<file path="src/rtl/image_write.sv">
// rtl/image_write.sv - writes result beats into image memory as a 2-D block (base + row*stride + col)
// Optional: IMAGE_WRITE_RELU_EN clamps negative lanes of wr_data to zero.
module image_write #(
  parameter int CFG_DWIDTH = 32,
  parameter int CFG_AWIDTH = 5,
  parameter int GROUP_NB   = 4,
  parameter int IMG_WIDTH  = 16,
  parameter int MEM_AWIDTH = 16
) (
  input  logic                          clk,
  input  logic                          rst,
  input  logic [CFG_DWIDTH-1:0]         cfg_data,
  input  logic [CFG_AWIDTH-1:0]         cfg_addr,
  input  logic                          cfg_valid,
  input  logic                          next,
  input  logic [GROUP_NB*IMG_WIDTH-1:0] result_bus,
  input  logic                          result_last,
  input  logic                          result_val,
  output logic                          result_rdy,
  output logic                          wr_val,
  output logic [MEM_AWIDTH-1:0]         wr_addr,
  output logic [GROUP_NB*IMG_WIDTH-1:0] wr_data,
  output logic                          busy,
  output logic                          done,
  output logic                          error
);

  typedef enum logic [0:0] {S_IDLE, S_WRITE} state_t;

  state_t                        r_state;
  state_t                        w_state_nxt;
  logic [MEM_AWIDTH-1:0]         r_base;
  logic [MEM_AWIDTH-1:0]         r_stride;
  logic [CFG_DWIDTH-1:0]         r_cols;
  logic [CFG_DWIDTH-1:0]         r_rows;
  logic [MEM_AWIDTH-1:0]         r_stride_sh;
  logic [CFG_DWIDTH-1:0]         r_cols_sh;
  logic [CFG_DWIDTH-1:0]         r_rows_sh;
  logic [CFG_DWIDTH-1:0]         r_col;
  logic [CFG_DWIDTH-1:0]         r_row;
  logic [MEM_AWIDTH-1:0]         r_row_ptr;
  logic                          r_wr_val;
  logic [MEM_AWIDTH-1:0]         r_wr_addr;
  logic [GROUP_NB*IMG_WIDTH-1:0] r_wr_data;
  logic                          r_done;
  logic                          r_error;
  logic [GROUP_NB*IMG_WIDTH-1:0] w_beat;
  logic                          w_accept;
  logic                          w_col_end;
  logic                          w_final;
  logic                          w_end;
  logic                          w_start;
  logic                          w_empty;
  logic                          w_unused;

  assign w_unused   = ^cfg_data[CFG_DWIDTH-1:MEM_AWIDTH];
  assign result_rdy = (r_state == S_WRITE);
  assign busy       = (r_state == S_WRITE);
  assign w_accept   = result_val & result_rdy;
  assign w_col_end  = (r_col == r_cols_sh - 1'b1);
  assign w_final    = w_col_end & (r_row == r_rows_sh - 1'b1);
  assign w_end      = w_accept & (w_final | result_last);
  assign w_start    = next & (r_state == S_IDLE);
  assign w_empty    = (r_cols == '0) | (r_rows == '0);

`ifdef IMAGE_WRITE_RELU_EN
  always_comb begin
    w_beat = result_bus;
    for (int i = 0; i < GROUP_NB; i++) begin
      if (result_bus[i*IMG_WIDTH + IMG_WIDTH-1]) w_beat[i*IMG_WIDTH +: IMG_WIDTH] = '0;
    end
  end
`else
  assign w_beat = result_bus;
`endif

  always_ff @(posedge clk or posedge rst) begin
    if (rst) r_state <= S_IDLE;
    else     r_state <= w_state_nxt;
  end

  always_comb begin
    w_state_nxt = r_state;
    case (r_state)
      S_IDLE:  if (w_start && !w_empty) w_state_nxt = S_WRITE;
      S_WRITE: if (w_end) w_state_nxt = S_IDLE;
      default: w_state_nxt = S_IDLE;
    endcase
  end

  always_ff @(posedge clk or posedge rst) begin
    if (rst) begin
      r_base      <= '0;
      r_stride    <= '0;
      r_cols      <= '0;
      r_rows      <= '0;
      r_stride_sh <= '0;
      r_cols_sh   <= '0;
      r_rows_sh   <= '0;
      r_col       <= '0;
      r_row       <= '0;
      r_row_ptr   <= '0;
      r_wr_val    <= 1'b0;
      r_wr_addr   <= '0;
      r_wr_data   <= '0;
      r_done      <= 1'b0;
      r_error     <= 1'b0;
    end else begin
      if (cfg_valid) begin
        case (cfg_addr)
          CFG_AWIDTH'(8):  r_base   <= cfg_data[MEM_AWIDTH-1:0];
          CFG_AWIDTH'(9):  r_cols   <= cfg_data;
          CFG_AWIDTH'(10): r_rows   <= cfg_data;
          CFG_AWIDTH'(11): r_stride <= cfg_data[MEM_AWIDTH-1:0];
          default: ;
        endcase
      end
      r_wr_val <= w_accept;
      r_done   <= 1'b0;
      if (w_accept) begin
        r_wr_addr <= r_row_ptr + r_col[MEM_AWIDTH-1:0];
        r_wr_data <= w_beat;
        // Row pointer advances by stride at each row wrap so no multiplier is needed.
        if (w_col_end) begin
          r_col     <= '0;
          r_row     <= r_row + 1'b1;
          r_row_ptr <= r_row_ptr + r_stride_sh;
        end else begin
          r_col <= r_col + 1'b1;
        end
      end
      if (w_end) begin
        r_done <= 1'b1;
        if (result_last != w_final) r_error <= 1'b1;
      end
      if (w_start) begin
        r_cols_sh   <= r_cols;
        r_rows_sh   <= r_rows;
        r_stride_sh <= r_stride;
        r_row_ptr   <= r_base;
        r_col       <= '0;
        r_row       <= '0;
        r_error     <= 1'b0;
        if (w_empty) r_done <= 1'b1;
      end
    end
  end

  assign wr_val  = r_wr_val;
  assign wr_addr = r_wr_addr;
  assign wr_data = r_wr_data;
  assign done    = r_done;
  assign error   = r_error;

endmodule

</file>
<file path="config.mk">
export PLATFORM = sky130hd
export DESIGN_NAME = image_write
export DESIGN_NICKNAME = d
export VERILOG_FILES = /design/src/rtl/image_write.sv
export SDC_FILE = /design/constraint.sdc
export NUM_CORES = 1
export LEC_CHECK = 0
export CAP_MARGIN = 20
export CORE_UTILIZATION = 40
export DETAILED_ROUTE_END_ITERATION = 10
export PLACE_DENSITY = 0.72
export SETUP_SLACK_MARGIN = 0.05
export SKIP_CTS_REPAIR_TIMING = 1
export SLEW_MARGIN = 0
export SYNTH_ARGS = -nofsm -noshare
export SYNTH_HDL_FRONTEND = slang
export SYNTH_SLANG_ARGS = --single-unit
</file>
<file path="constraint.sdc">
create_clock -name clk -period 10.7 [get_ports clk]
set_input_delay 1.07 -clock clk [delete_from_list [all_inputs] [get_ports clk]]
set_output_delay 1.07 -clock clk [all_outputs]
set_load 0.1 [all_outputs]
</file>
==> results of run 1 <==
==> state kept, by name (all words and copies together), names as in the netlist, 16 cells and up <==
name	flops
wr_addr	16
r_rows_sh	32
r_row	32
r_cols_sh	32
r_base	16
r_col	32
r_stride	16
r_rows	32
wr_data	64
r_cols	32
r_stride_sh	16
r_row_ptr	16
==> synthesized netlist by cell type (11+ instances only) <==
cell type / instances / area, sq um
dfrtp_1: 340 / 8510
or4_1: 13 / 97.6
or3_1: 25 / 156
nor4_1: 42 / 263
and3_1: 23 / 144
and2_1: 13 / 81.3
mux2_2: 98 / 1100
mux2i_1: 26 / 260
and4_1: 11 / 96.3
nor2_1: 64 / 240
nand4_1: 21 / 131
o21ai_0: 68 / 340
a21oi_1: 57 / 285
xor2_1: 41 / 359
o211ai_1: 13 / 97.6
nand3_1: 45 / 225
a31oi_1: 30 / 188
inv_1: 25 / 93.8
nand2_1: 529 / 1990
xnor2_1: 74 / 648
ha_1: 35 / 438
clkbuf_1: 86 / 323
nor3_1: 40 / 200
a22o_1: 12 / 105
==> through the flow <==
stage               cell area [sq um]  hold WS, ns
floorplan                       17500        0.433
global placement                19900        0.442
detailed placement              19900        0.448
CTS                             21100        0.463
global route                    21200        0.487
finish                          21200        0.460
==> final cells by class <==
type	instances	area (sq um)	share of cell area, %
Clock buffer	56	1160	5.49
Timing Repair Buffer	204	2030	9.59
Clock inverter	10	106	0.502
Sequential cell	340	8510	40.2
Inverter	25	101	0.479
Tap cell	585	732	3.46
Multi-Input combinational cell	1408	8530	40.3
==> placed cells by master, fill, tap and decap left out, types with 35 or more instances in the layout <==
cell type        instances
dfrtp_1                340
ha_1                    35
o21ai_0                 68
xnor2_1                 74
mux2_2                  98
nor3_1                  40
nand2_1                528
nand3_1                 45
clkbuf_16               41
a21oi_1                 56
nor4_1                  42
nor2_1                  64
xor2_1                  41
clkdlybuf4s50_1        191
==> power by group <==
part / total [uW] / internal (uW) / switching (uW)
clock: 1320 / 800 / 525
combinational: 3230 / 973 / 2260
sequential: 2090 / 1680 / 405
total: 6640 / 3450 / 3190
==> routing by layer <==
metal	share of wire, %	vias up	track usage, %
met5	0	-	0
met2	48	356	33.9
li1	-	6792	-
met4	2.1	0	5.52
met3	5.2	77	3.39
met1	45	7053	29.5
==> worst max path at each step <==
stage,from,end,slack [ns],cells past startpoint
detailed placement,result_val,r_row_ptr[1],5.98,9
finish,r_cols_sh[0],r_row_ptr[1],6.03,11
global route,r_cols_sh[0],r_row_ptr[1],5.74,11
CTS,r_cols_sh[0],r_row_ptr[1],6.03,11
global placement,result_val,r_row_ptr[1],6.01,9
floorplan,rst,busy,0.21,1
==> tightest hold or removal path, cell delays in order, from the launching register on <==
cell	delay [ns]
dfrtp_1	0.34
nand2_1	0.05
nand2_1	0.04
==> cells by family (layout without fill, tap and decap cells) <==
| group | after synthesis | in the layout |
|---|---|---|
| xor+xnor | 115 | 115 |
| flops | 340 | 340 |
| mux | 124 | 124 |
| buf+inv | 122 | 295 |
| fa+ha+maj | 37 | 37 |
| compound gates | 248 | 248 |
| simple gates | 884 | 884 |
==> impl_metrics.py, run 1 <==
metrics = {
    "die": {
        "die_y_microns": 211,
        "num_io_pins": 192,
        "die_w_microns": 211,
        "start_util_pct": 40.6,
        "fp.dieArea_sq_um": 44500,
        "num_rows": 76,
        "fp.coreArea_sq_um": 43100,
    },
    "synthesis": {
        "synthMuxAreaShare_pct": 7.80,
        "ys_ff_latch": 340,
        "synthAdderAreaFrac_pct": 2.74,
        "async_reset_ff_share_pct": 100,
        "syn_nets": 2014,
        "synth-edff-count": 0,
        "synth_warnings": 0,
        "syn_inst": 1870,
        "avgSynthCellArea_sq_um": 9.34,
        "ys_seq_area_share_pct": 48.7,
        "synth_area_sq_um": 17500,
        "ys.flop_type": "dfrtp_1",
        "synth-compound-area-share_pct": 9.01,
        "ys_types": 68,
        "synth_top_family_by_area": "simple AND/OR/NAND/NOR gates",
        "synth_xor_area_share_pct": 5.76,
        "synth-simple-area-share_pct": 23.3,
    },
    "route": {
        "drt_iter0_drc": 1052,
        "drc": 0,
        "wire_per_inst_microns": 17.7,
        "totalWireLength_microns": 46500,
        "vias_per_cell": 5.43,
        "via_count": 14278,
        "antenna_left": 0,
        "first_pass_iters": 6,
    },
    "worst_setup_path": {
        "r2r_slack_ns": 6.03,
        "cp_top_family": "simple AND/OR/NAND/NOR gates",
        "worstRegToRegCells": 11,
        "critPathRequiredTime_ns": 11.15,
        "arrival_ns": 5.12,
        "cp_slowest_cell": "nand2_1",
        "reg2reg_to": "r_row_ptr[1]",
        "crit_chain": "inv_1 > ha_1 > nor4b_1 > nand4_1 > or3_1 > o21a_1 > o31a_1 > nor4_4 > nand2_1 > mux2_2 > o21ai_0",
        "reg2reg_from": "r_cols_sh[0]",
        "path_buf_inv": 1,
        "end_kind": "flip-flop",
        "path_class": "flip-flop to flip-flop",
        "worst-path-max-fanout": 21,
        "start_kind": "flip-flop",
        "slowest_delay_ns": 0.75,
    },
    "cts": {
        "numCtsBuffers": 39,
        "cts_tree": "done",
        "worstSkewPairLatency_ns": 0.54,
        "clk_pin_slew_ns": 0.06,
        "htree_num_levels": 2,
        "cts_max_path_buffers": 3,
        "cts_root_buf": "clkbuf_16",
        "cts.sinks": 340,
    },
    "sta": {
        "fin_worst_skew_ns": 0.0144,
        "worst_slew_pin_slew_ns": 1.13,
        "finalCriticalPeriod_ns": 4.67,
        "max_slew_margin_pct": 24.6,
        "setup_viol": 0,
        "slew_viol_final": 0,
        "rsz0062_at_grt": "no",
        "worst_slack_ns": 6.03,
        "fin_setup_tns_ns": 0,
        "timing.final.crit_share_pct": 43.6,
        "hold_viol": 0,
        "max_freq_ghz": 0.214,
    },
    "cells_and_area": {
        "utilization_pct": 49.1,
        "area_growth_pct": 21.2,
        "final_nets": 2162,
        "antenna_cells": 0,
        "drive_gt1_share_pct": 9.25,
        "fillers": 3873,
        "instances_no_fill": 2628,
    },
    "power_and_ir_drop": {
        "max-vdd-ir-drop_uv": 170,
        "power.density_nw_per_um2": 314,
        "p_leak_uw": 0.00977,
        "power_uw": 6640,
    },
    "placement": {
        "dp_slack_ns": 5.98,
        "port_buffers": 191,
        "placed_cells": 2561,
        "dp_hpwl_microns": 32700,
        "place_congestion": 0.890,
    },
    "global_route": {
        "grt_pass1_wl_microns": 75100,
        "track_usage_pct": 21.1,
        "grt_pass1_vias": 13873,
        "grt_antenna_before_repair": 0,
        "overflow": 0,
        "grt_max_degree": 119,
    },
    "hold_path": {
        "hold_depth": 2,
        "holdPathEnd": "r_stride_sh[11]",
        "min_from": "r_stride[11]",
        "hold_class": "flip-flop to flip-flop",
    },
    "job": {
        "max_cap_viol_count": 0,
    },
    "outcome": {
        "status": "complete, no violations",
    },
}
Power figures use the tool's default switching activity.
==> run 2: changes to the inputs <==
--- a/config.mk
+++ b/config.mk
@@ -8,7 +8,7 @@
 export CAP_MARGIN = 20
 export CORE_UTILIZATION = 40
 export DETAILED_ROUTE_END_ITERATION = 10
-export PLACE_DENSITY = 0.72
+export PLACE_DENSITY = 0.7
 export SETUP_SLACK_MARGIN = 0.05
 export SKIP_CTS_REPAIR_TIMING = 1
 export SLEW_MARGIN = 0
==> constraint.sdc (replaced) <==
create_clock -name clk -period 4.45 [get_ports clk]
set_input_delay 0.445 -clock clk [delete_from_list [all_inputs] [get_ports clk]]
set_output_delay 0.445 -clock clk [all_outputs]
set_load 0.1 [all_outputs]
==> run 2 against run 1 <==
Flip-flop and latch count stayed put. Register-to-register slack got worse by 5.5 ns. Total power is 140% higher. First-iteration DRC count is essentially flat. Routed wire length is 1.9% higher. Worst hold slack worse by 0.069 ns. Cell count up 0.72%. Count of clock-buffer cells in the layout shrank 3. Sequential power grew 140%. Largest power group unchanged.
==> impl_metrics.py, run 2 (synthesis results as in run 1) <==
metrics = {
    "outcome": {
        "status": "complete, no violations",
    },
    "global_route": {
        "grt_pass1_vias": 13867,
        "grt_antenna_before_repair": 0,
        "grt_max_degree": 118,
        "grt_pass1_wl_microns": 75000,
        "overflow": 0,
        "track_usage_pct": 21.2,
    },
    "cells_and_area": {
        "multi_input_area_sq_um": 8530,
        "antenna_cells": 0,
        "final_common_cell": "nand2_1",
        "fillers": 3923,
        "seq_area_sq_um": 8510,
        "layout_common_cells": "528 x nand2_1, 340 x dfrtp_1, 191 x clkdlybuf4s50_1",
        "final_nets": 2178,
        "largest_reg_flops": 64,
        "area_growth_pct": 22.4,
        "drive_gt1_share_pct": 10.2,
        "instances_no_fill": 2647,
        "fin_area_sq_um": 21400,
    },
    "placement": {
        "placed_cell_area_sq_um": 20000,
        "placed_cells": 2578,
        "dp_hpwl_microns": 33500,
        "dp_slack_ns": 0.368,
        "port_buffers": 191,
        "place_congestion": 0.910,
    },
    "cts": {
        "numCtsBuffers": 39,
        "worstSkewPairLatency_ns": 0.55,
        "cts_tree": "done",
        "clk_pin_slew_ns": 0.06,
        "htree_num_levels": 2,
        "cts_root_buf": "clkbuf_16",
        "cts.sinks": 340,
        "cts_max_path_buffers": 3,
    },
    "route": {
        "via_count": 14426,
        "first_pass_iters": 5,
        "drc": 0,
        "totalWireLength_microns": 47400,
        "drt_iter0_drc": 1051,
        "vias_per_cell": 5.45,
        "wire_per_inst_microns": 17.9,
        "antenna_left": 0,
    },
    "worst_setup_path": {
        "end_kind": "flip-flop",
        "start_kind": "flip-flop",
        "reg2reg_to": "r_row[16]",
        "crit_chain": "inv_1 > ha_1 > nor4b_2 > nand4_1 > or3_1 > o21a_1 > o31a_1 > nor4_4 > nand3_2 > or4_1 > a21oi_1",
        "worstRegToRegCells": 11,
        "arrival_ns": 4.38,
        "cp_slowest_cell": "or4_1",
        "r2r_slack_ns": 0.55,
        "slowest_delay_ns": 0.57,
        "path_class": "flip-flop to flip-flop",
        "worst-path-max-fanout": 16,
        "reg2reg_from": "r_cols_sh[0]",
        "critPathRequiredTime_ns": 4.93,
    },
    "sta": {
        "fin_worst_skew_ns": 0.0172,
        "max_slew_margin_pct": 29.3,
        "max_freq_ghz": 0.256,
        "finalCriticalPeriod_ns": 3.90,
        "worst_slack_ns": 0.547,
        "setup_viol": 0,
        "worst_hold_slack_ns": 0.391,
        "worst_slew_pin_slew_ns": 1.06,
        "slew_viol_final": 0,
        "fin_setup_tns_ns": 0,
        "timing.final.crit_share_pct": 87.7,
        "rsz0062_at_grt": "no",
        "hold_viol": 0,
    },
    "die": {
        "start_util_pct": 40.6,
        "num_rows": 76,
        "fp.coreArea_sq_um": 43100,
        "num_io_pins": 192,
        "die_y_microns": 211,
        "fp.dieArea_sq_um": 44500,
        "die_w_microns": 211,
    },
    "power_and_ir_drop": {
        "max-vdd-ir-drop_uv": 358,
        "power.density_nw_per_um2": 760,
        "p_leak_uw": 0.00988,
    },
    "hold_path": {
        "hold_class": "primary input to async pin",
    },
    "job": {
        "max_cap_viol_count": 0,
    },
}
[run 2: area by class of cell]
cell class	instances	share of cell area, %
clock buffers	53	5.34
well taps	585	3.42
multi-input cells	1408	39.9
repair buffers	220	10.1
clock inverters	16	0.983
flip-flops and latches	340	39.8
inverters	25	0.456
[run 2: worst max path at each step]
stage / from / endpoint / slack [ns] / cells past startpoint
6_report: r_cols_sh[0] / r_row[16] / 0.55 / 11
5_1_grt: r_cols_sh[0] / error / 0.11 / 15
4_1_cts: r_cols_sh[0] / r_row[16] / 0.35 / 11
3_5_place_dp: r_cols_sh[0] / r_row[16] / 0.37 / 11
3_3_place_gp: r_cols_sh[0] / r_row[16] / 0.51 / 11
2_1_floorplan: rst / busy / -0.54 / 1
[run 2: where the power goes]
| part | leakage, uW | total, uW | internal, uW | switching [uW] |
|---|---|---|---|---|
| sequential | 0.00442 | 5040 | 4040 | 997 |
| clock | 0.000668 | 3380 | 2080 | 1300 |
| combinational | 0.00480 | 7840 | 2400 | 5440 |
[run 2: routing by layer]
| metal | up-vias | wire length [microns] | share of wire [%] | global-route usage (%) |
|---|---|---|---|---|
| li1 | 6816 | - | - | - |
| met1 | 7176 | 21500 | 45 | 29.6 |
| met2 | 360 | 22800 | 48 | 34.4 |
| met3 | 74 | 2000 | 4.2 | 2.47 |
| met4 | 0 | 1080 | 2.3 | 6.57 |
| met5 | - | 0 | 0 | 0 |
[run 2: worst max-delay path, delay by kind of cell, from the launching register on]
kind / cells / cell delay, ns
buffers and inverters: 1 / 0.10
and+or+nand+nor: 6 / 2.47
adders and majority gates: 1 / 0.20
AOI/OAI and AO/OA: 3 / 0.64
DFF: 1 / 0.42
[run 2: per-stage QoR]
step	util, %	total power [uW]
4_1_cts	49.6	16300
6_report	49.6	16300
3_5_place_dp	46.5	12900
5_1_grt	49.6	17100
3_3_place_gp	46.5	12700
2_1_floorplan	-	10800
